===== src/rtl/cond_unit_if.sv =====
// Decoder/datapath-facing bundle of the conditional-execution unit.
// The decoder drives the request side; the unit returns gated enables and state.
interface cond_unit_if #(
  parameter int IT_MAX = 4,
  parameter int SW     = $clog2(IT_MAX + 1)
);
  logic              en;
  logic [3:0]        cond;
  logic [3:0]        alu_flags;
  logic [1:0]        flag_w;
  logic              pcs;
  logic              reg_w;
  logic              mem_w;
  logic              it_start;
  logic [3:0]        it_cond;
  logic [SW-1:0]     it_len;
  logic [IT_MAX-1:0] it_te;
  logic              cond_ex;
  logic              pcs_o;
  logic              reg_w_o;
  logic              mem_w_o;
  logic [3:0]        flags_q;
  logic              it_active;
  logic [SW-1:0]     it_slot;

  modport master (
    output en, cond, alu_flags, flag_w, pcs, reg_w, mem_w,
           it_start, it_cond, it_len, it_te,
    input  cond_ex, pcs_o, reg_w_o, mem_w_o, flags_q, it_active, it_slot
  );

  modport slave (
    input  en, cond, alu_flags, flag_w, pcs, reg_w, mem_w,
           it_start, it_cond, it_len, it_te,
    output cond_ex, pcs_o, reg_w_o, mem_w_o, flags_q, it_active, it_slot
  );
endinterface


===== src/rtl/cond_unit.sv =====
// NZCV flag register, condition evaluation and write-enable gating, with an
// IT-block sequencer that predicates up to IT_MAX following instructions.
module cond_unit #(
  parameter int         IT_MAX      = 4,
  parameter logic [3:0] RESET_FLAGS = 4'b0000
) (
  input  logic        clk,
  input  logic        rst,
  cond_unit_if.slave  bus
);
  localparam int SW = $clog2(IT_MAX + 1);

  typedef enum logic {IDLE, IT_ACTIVE} state_e;

  state_e            state_q, state_d;
  logic [3:0]        flags_q, flags_d;
  logic [SW-1:0]     slot_q, slot_d;
  logic [SW-1:0]     len_q, len_d;
  logic [3:0]        it_cond_q, it_cond_d;
  logic [IT_MAX-1:0] it_te_q, it_te_d;

  logic       len_ok, marker, te_bit, cond_ex;
  logic [3:0] eff_cond;

  function automatic logic cond_pass(input logic [3:0] c, input logic [3:0] f);
    logic n, z, cf, v;
    {n, z, cf, v} = f;
    case (c)
      4'h0:    cond_pass = z;
      4'h1:    cond_pass = !z;
      4'h2:    cond_pass = cf;
      4'h3:    cond_pass = !cf;
      4'h4:    cond_pass = n;
      4'h5:    cond_pass = !n;
      4'h6:    cond_pass = v;
      4'h7:    cond_pass = !v;
      4'h8:    cond_pass = cf & !z;
      4'h9:    cond_pass = !cf | z;
      4'hA:    cond_pass = (n == v);
      4'hB:    cond_pass = (n != v);
      4'hC:    cond_pass = !z & (n == v);
      4'hD:    cond_pass = z | (n != v);
      4'hE:    cond_pass = 1'b1;
      default: cond_pass = 1'b0;
    endcase
  endfunction

  assign len_ok = (bus.it_len != '0) && (bus.it_len <= SW'(IT_MAX));
  // A valid marker only ever counts from IDLE; inside a block it is just a slot.
  assign marker = (state_q == IDLE) && bus.it_start && len_ok;

  always_comb begin
    te_bit = 1'b0;
    for (int i = 0; i < IT_MAX; i++)
      if (slot_q == SW'(i)) te_bit = it_te_q[i];
  end

  assign eff_cond = (state_q == IT_ACTIVE) ? (te_bit ? it_cond_q : (it_cond_q ^ 4'b0001))
                                           : bus.cond;
  assign cond_ex  = !marker && cond_pass(eff_cond, flags_q);

  assign bus.cond_ex   = cond_ex;
  assign bus.pcs_o     = bus.pcs   & cond_ex;
  assign bus.reg_w_o   = bus.reg_w & cond_ex;
  assign bus.mem_w_o   = bus.mem_w & cond_ex;
  assign bus.flags_q   = flags_q;
  assign bus.it_active = (state_q == IT_ACTIVE);
  assign bus.it_slot   = slot_q;

  always_comb begin
    flags_d = flags_q;
    if (bus.en && cond_ex) begin
      if (bus.flag_w[1]) flags_d[3:2] = bus.alu_flags[3:2];
      if (bus.flag_w[0]) flags_d[1:0] = bus.alu_flags[1:0];
    end
  end

  always_comb begin
    state_d   = state_q;
    slot_d    = slot_q;
    len_d     = len_q;
    it_cond_d = it_cond_q;
    it_te_d   = it_te_q;
    if (bus.en) begin
      case (state_q)
        IDLE: if (marker) begin
          state_d   = IT_ACTIVE;
          slot_d    = '0;
          len_d     = bus.it_len;
          it_cond_d = bus.it_cond;
          it_te_d   = bus.it_te | IT_MAX'(1);
        end
        default: begin
          // Failed slots still consume their position in the block.
          if (slot_q == len_q - SW'(1)) begin
            state_d = IDLE;
            slot_d  = '0;
          end else begin
            slot_d  = slot_q + SW'(1);
          end
        end
      endcase
    end
  end

  always_ff @(posedge clk or posedge rst) begin
    if (rst) begin
      state_q   <= IDLE;
      flags_q   <= RESET_FLAGS;
      slot_q    <= '0;
      len_q     <= '0;
      it_cond_q <= '0;
      it_te_q   <= '0;
    end else begin
      state_q   <= state_d;
      flags_q   <= flags_d;
      slot_q    <= slot_d;
      len_q     <= len_d;
      it_cond_q <= it_cond_d;
      it_te_q   <= it_te_d;
    end
  end
endmodule


===== src/flat_wrapper.sv =====
// flat-port wrapper written by rule: the top's interface ports become plain ports
module cond_unit_flat 
#(
  parameter int         IT_MAX      = 4,
  parameter logic [3:0] RESET_FLAGS = 4'b0000
)
  (clk, rst, bus_en, bus_cond, bus_alu_flags, bus_flag_w, bus_pcs, bus_reg_w, bus_mem_w, bus_it_start, bus_it_cond, bus_it_len, bus_it_te, bus_cond_ex, bus_pcs_o, bus_reg_w_o, bus_mem_w_o, bus_flags_q, bus_it_active, bus_it_slot);
  cond_unit_if #(.IT_MAX(IT_MAX)) bus_i ();
  input  logic clk;
  input  logic rst;
  input wire logic [$bits(bus_i.en)-1:0] bus_en;
  input wire logic [$bits(bus_i.cond)-1:0] bus_cond;
  input wire logic [$bits(bus_i.alu_flags)-1:0] bus_alu_flags;
  input wire logic [$bits(bus_i.flag_w)-1:0] bus_flag_w;
  input wire logic [$bits(bus_i.pcs)-1:0] bus_pcs;
  input wire logic [$bits(bus_i.reg_w)-1:0] bus_reg_w;
  input wire logic [$bits(bus_i.mem_w)-1:0] bus_mem_w;
  input wire logic [$bits(bus_i.it_start)-1:0] bus_it_start;
  input wire logic [$bits(bus_i.it_cond)-1:0] bus_it_cond;
  input wire logic [$bits(bus_i.it_len)-1:0] bus_it_len;
  input wire logic [$bits(bus_i.it_te)-1:0] bus_it_te;
  output wire logic [$bits(bus_i.cond_ex)-1:0] bus_cond_ex;
  output wire logic [$bits(bus_i.pcs_o)-1:0] bus_pcs_o;
  output wire logic [$bits(bus_i.reg_w_o)-1:0] bus_reg_w_o;
  output wire logic [$bits(bus_i.mem_w_o)-1:0] bus_mem_w_o;
  output wire logic [$bits(bus_i.flags_q)-1:0] bus_flags_q;
  output wire logic [$bits(bus_i.it_active)-1:0] bus_it_active;
  output wire logic [$bits(bus_i.it_slot)-1:0] bus_it_slot;
  assign bus_i.en = bus_en;
  assign bus_i.cond = bus_cond;
  assign bus_i.alu_flags = bus_alu_flags;
  assign bus_i.flag_w = bus_flag_w;
  assign bus_i.pcs = bus_pcs;
  assign bus_i.reg_w = bus_reg_w;
  assign bus_i.mem_w = bus_mem_w;
  assign bus_i.it_start = bus_it_start;
  assign bus_i.it_cond = bus_it_cond;
  assign bus_i.it_len = bus_it_len;
  assign bus_i.it_te = bus_it_te;
  assign bus_cond_ex = bus_i.cond_ex;
  assign bus_pcs_o = bus_i.pcs_o;
  assign bus_reg_w_o = bus_i.reg_w_o;
  assign bus_mem_w_o = bus_i.mem_w_o;
  assign bus_flags_q = bus_i.flags_q;
  assign bus_it_active = bus_i.it_active;
  assign bus_it_slot = bus_i.it_slot;
  cond_unit #(.IT_MAX(IT_MAX), .RESET_FLAGS(RESET_FLAGS)) u_core (.clk(clk), .rst(rst), .bus(bus_i));
endmodule

===== config.mk =====
export PLATFORM = sky130hd
export DESIGN_NAME = cond_unit_flat
export DESIGN_NICKNAME = d
export VERILOG_FILES = /design/src/rtl/cond_unit_if.sv /design/src/rtl/cond_unit.sv /design/src/flat_wrapper.sv
export SDC_FILE = /design/constraint.sdc
export NUM_CORES = 1
export LEC_CHECK = 0
export BUFFER_PORTS_ARGS = -buffer_cell sky130_fd_sc_hd__buf_2
export CORE_MARGIN = 2
export CORE_UTILIZATION = 30
export DETAILED_ROUTE_END_ITERATION = 8
export MAX_ROUTING_LAYER = met4
export PLACE_DENSITY = 0.51
export SETUP_SLACK_MARGIN = 0.2
export SLEW_MARGIN = 5
export SYNTH_ARGS = -nofsm -noshare
export SYNTH_HDL_FRONTEND = slang
export SYNTH_SLANG_ARGS = --single-unit

===== constraint.sdc =====
create_clock -name clk -period 2.44 [get_ports clk]
set_input_delay 0.488 -clock clk [delete_from_list [all_inputs] [get_ports clk]]
set_output_delay 0.488 -clock clk [all_outputs]
set_load 0.02 [all_outputs]

==> summary.txt <==
Synth
  • Synth top cells by count: 19 x dfrtp_1, 11 x mux2_2, 9 x inv_1
  • Synth Area per Inst: between 10 and 15 um^2
  • Number of synthesized flops with an enable pin: 0
  • Yosys reg bits: 19
  • Post-synthesis cell type count: 29
  • Yosys top cell area share: 38.6%
  • Largest area contributor in the netlist: dfrtp_1
  • Seq/Total Area, Yosys: roughly two fifths
  • Top FF cell, synth: dfrtp_1
  • Largest family of logic cells by synthesized area: multiplexers
  • Most frequent cell after synthesis: dfrtp_1
  • Number of synthesis warnings: 0
  • Area contributors post-synth: dfrtp_1 39%, mux2_2 10%, ha_1 6.1%, mux2i_1 5.7%, mux2_1 3.7%
  • Mux cell area share after synthesis: between 20% and 30%
  • Post-synth ARST share: between 90% and 100%
  • Cells after Synth: roughly 120
  • XOR/XNOR Fraction of Synth Area: approximately 4.3%
  • Synth Net Count: between 150 and 200
  • Simple-gate share of the synthesized area: around 16%
  • Syn Std Cell Area: between 0.001 and 0.0015 mm^2
  • Compound-Gate Fraction of Synth Area: approximately a tenth
  • Post-Synth Adder-Cell Area: under 10%

Worst setup path
  • Crit Path Max Fanout: 4
  • Critical path class: reg -> out
  • FF-to-FF path depth: 10
  • FF-to-FF Start: u_core.bus.it_active
  • Worst Path Arrival: 2380 ps
  • Reg2reg setup slack: -70 ps
  • Worst Setup SP: u_core.bus.it_slot[0]
  • CP required: ~2000 ps
  • Crit. End Element: primary output
  • Crit path launch type: flip-flop
  • Crit Reg-Reg Endpoint: u_core.bus.flags_q[0]

Floorplan
  • Initial Util: between 30% and 40%
  • Boundary Pins: 40
  • FP Rows: 23
  • Die Height: roughly 68 um
  • Core area: between 0.003 and 0.004 mm^2
  • Die area: 0.00464 mm^2
  • Die Wd: between 60 and 70 um

Finish
  • Share of layout cells above drive strength 1: between 50% and 60%
  • Sequential cell area: between 400 and 500 um^2
  • # nets final: 216
  • Fillcell total: 388
  • Multi-input logic area: about 850 um^2
  • Design Area, Final: ~0.0018 mm^2
  • P&R area growth vs syn: 47.8%
  • Diode count: 0

Clock network
  • Post-CTS Hold Buffers: 0
  • Cts bufs inserted: 3
  • Clock-pin transition on the worst setup and hold timing paths: about 70 ps
  • Clock Root Buffer: clkbuf_8
  • H-tree Lvls: 1
  • CTS sink cnt: 19
  • CTS tree: built
  • CTS max path bufs: 2
  • Clock Latency Late Sink: ~250 ps

Global route
  • Largest net degree at the start of global routing: 20
  • Total grt overflow: 0
  • GRT Overall Usage: around 15%
  • Vias in the first global route: 1118
  • Initial antenna violation count: 0
  • First-pass GRT wire length: 5040 um

Detailed routing
  • Per-cell routed wire length: between 10 and 15 um
  • DR pass1 iterations: 4
  • Vias/cell: slightly below 5
  • Iter 0 DRT Violations: 38
  • Final wirelength: 3180 um
  • DR DRC count: 0
  • Post-DRT Antenna Nets: 0
  • Via count: roughly 1100

Timing
  • Slew margin rel.: 50.1%
  • Minimum clock period: roughly 2900 ps
  • Final Hold Vio Count: 0
  • Worst-case clock skew: 5.29 ps
  • Hold_ws: 356 ps
  • Post-Route Setup TNS: -1760 ps
  • Fmax: between 300 and 400 MHz
  • RSZ-0062 raised after global routing: yes
  • Final setup viols: 7
  • Final period utilization: 117%
  • Max Slew Vio Count: 0
  • Worst-Margin Slew: 748 ps
  • Final setup margin: -424 ps

Place
  • Final GP Congestion: 0.722
  • Post-Place Cell Area: ~0.0016 mm^2
  • Final HPWL DP: 2470 um
  • PortBufs: 38

Power and ir drop
  • Leak pwr: around 0.00089 uW
  • P per Cell Area: approximately 1500 mW/mm^2
  • Switching part of the total power: about two fifths
  • NetSw: between 1000 and 1500 uW
  • Flop pwr share: 21.9%
  • Logic gate share of total power: between 70% and 80%
  • Clock share of power: 7.9%
  • Maximum vdd drop: about 0.00042 V
  • Internal power: between 1500 and 2000 uW

Run
  • Max Cap Violations: 0

Outcome
  • Failing checks: negative setup slack
  • Status: complete, but fails checks

Hold path
  • Worst min-delay path category: in -> async
-- layout make-up --
class	count	share of cell area, %
Tap cell	50	3.43
Multi-Input combinational cell	92	46.7
Sequential cell	19	26.3
Clock buffer	4	2.47
Timing Repair Buffer	57	19.2
Inverter	9	1.85
-- logic make-up (layout without fill, tap and decap cells) --
kind of cell             count (synthesis)  count (layout)
adder cells (fa/ha/maj)                  6               6
AO/OA/AOI/OAI                           21              21
flip-flops                              19              19
buffers and inverters                   12              70
AND/OR/NAND/NOR                         36              36
multiplexers                            23              23
XOR/XNOR                                 6               6
-- cells in the final DEF, fill, tap and decap left out, types with 2 or more instances in the layout --
cell,instances
a21oi_1,5
a31oi_1,2
buf_2,34
buf_4,21
buf_6,2
clkbuf_8,3
dfrtp_1,16
dfrtp_2,3
ha_1,4
inv_1,7
inv_2,2
mux2_2,10
mux2_4,6
mux2i_1,4
mux2i_4,3
nand2_1,7
nand2b_1,2
nand3_1,3
nand3b_1,2
nor2_1,6
nor3_1,6
nor3_4,2
nor3b_2,4
o21ai_0,6
o21bai_1,2
xnor2_1,3
xor2_1,3
-- registers in the layout, summed over array words and instances (netlist names) --
| register | flops |
|---|---|
| u_core.bus.flags_q | 4 |
| u_core.len_q | 3 |
| u_core.bus.it_active | 1 |
| u_core.bus.it_slot | 3 |
| u_core.it_te_q | 4 |
| u_core.it_cond_q | 4 |
-- routing by layer --
| metal | part of all wire (%) | up-vias | global-route usage, % |
|---|---|---|---|
| met1 | 44 | 539 | 18.9 |
| li1 | - | 553 | - |
| met5 | 0 | - | - |
| met2 | 51 | 24 | 25.5 |
| met3 | 4.4 | 2 | 1.48 |
| met4 | 0.63 | 0 | 3.75 |
-- worst max-delay path: stages (launching register included) --
cell      delay [ps]
dfrtp_2          450
ha_4             170
nand3b_1         160
a221oi_2         330
mux2_4           360
nor3_4           200
mux2i_4          120
nor3b_2          180
buf_4            160
-- per-stage QoR --
stage | setup slack, ps | instances | total power [uW] | util [%]
2_1_floorplan | -188 | 123 | 1590 | -
3_3_place_gp | -163 | 220 | 2020 | 40.5
3_5_place_dp | -248 | 220 | 2070 | 40.5
4_1_cts | -450 | 227 | 2610 | 44.3
5_1_grt | -521 | 231 | 2940 | 45.9
6_report | -424 | 231 | 2740 | 45.9
-- how the worst max path moves through the flow --
stage                  endpoint  cells past startpoint  slack, ps
floorplan           bus_mem_w_o                      7       -190
global placement    bus_mem_w_o                      8       -160
detailed placement  bus_mem_w_o                      8       -250
CTS                 bus_mem_w_o                      8       -450
global route        bus_reg_w_o                      8       -520
finish              bus_mem_w_o                      8       -420
-- power by group through the flow --
stage / Clock [uW] / Sequential [uW] / Combinational (uW)
2_1_floorplan: 0 / 654 / 939
3_3_place_gp: 0 / 587 / 1430
3_5_place_dp: 0 / 596 / 1470
4_1_cts: 224 / 600 / 1780
5_1_grt: 240 / 621 / 2080
6_report: 217 / 601 / 1920
-- what timing repair did --
action	CTS	global route
cloned	0	0
pin swaps	4	6
setup endpoints to repair	14	18
resized for setup	22	6
setup buffers	3	4
(Power assumes the default switching activity.)
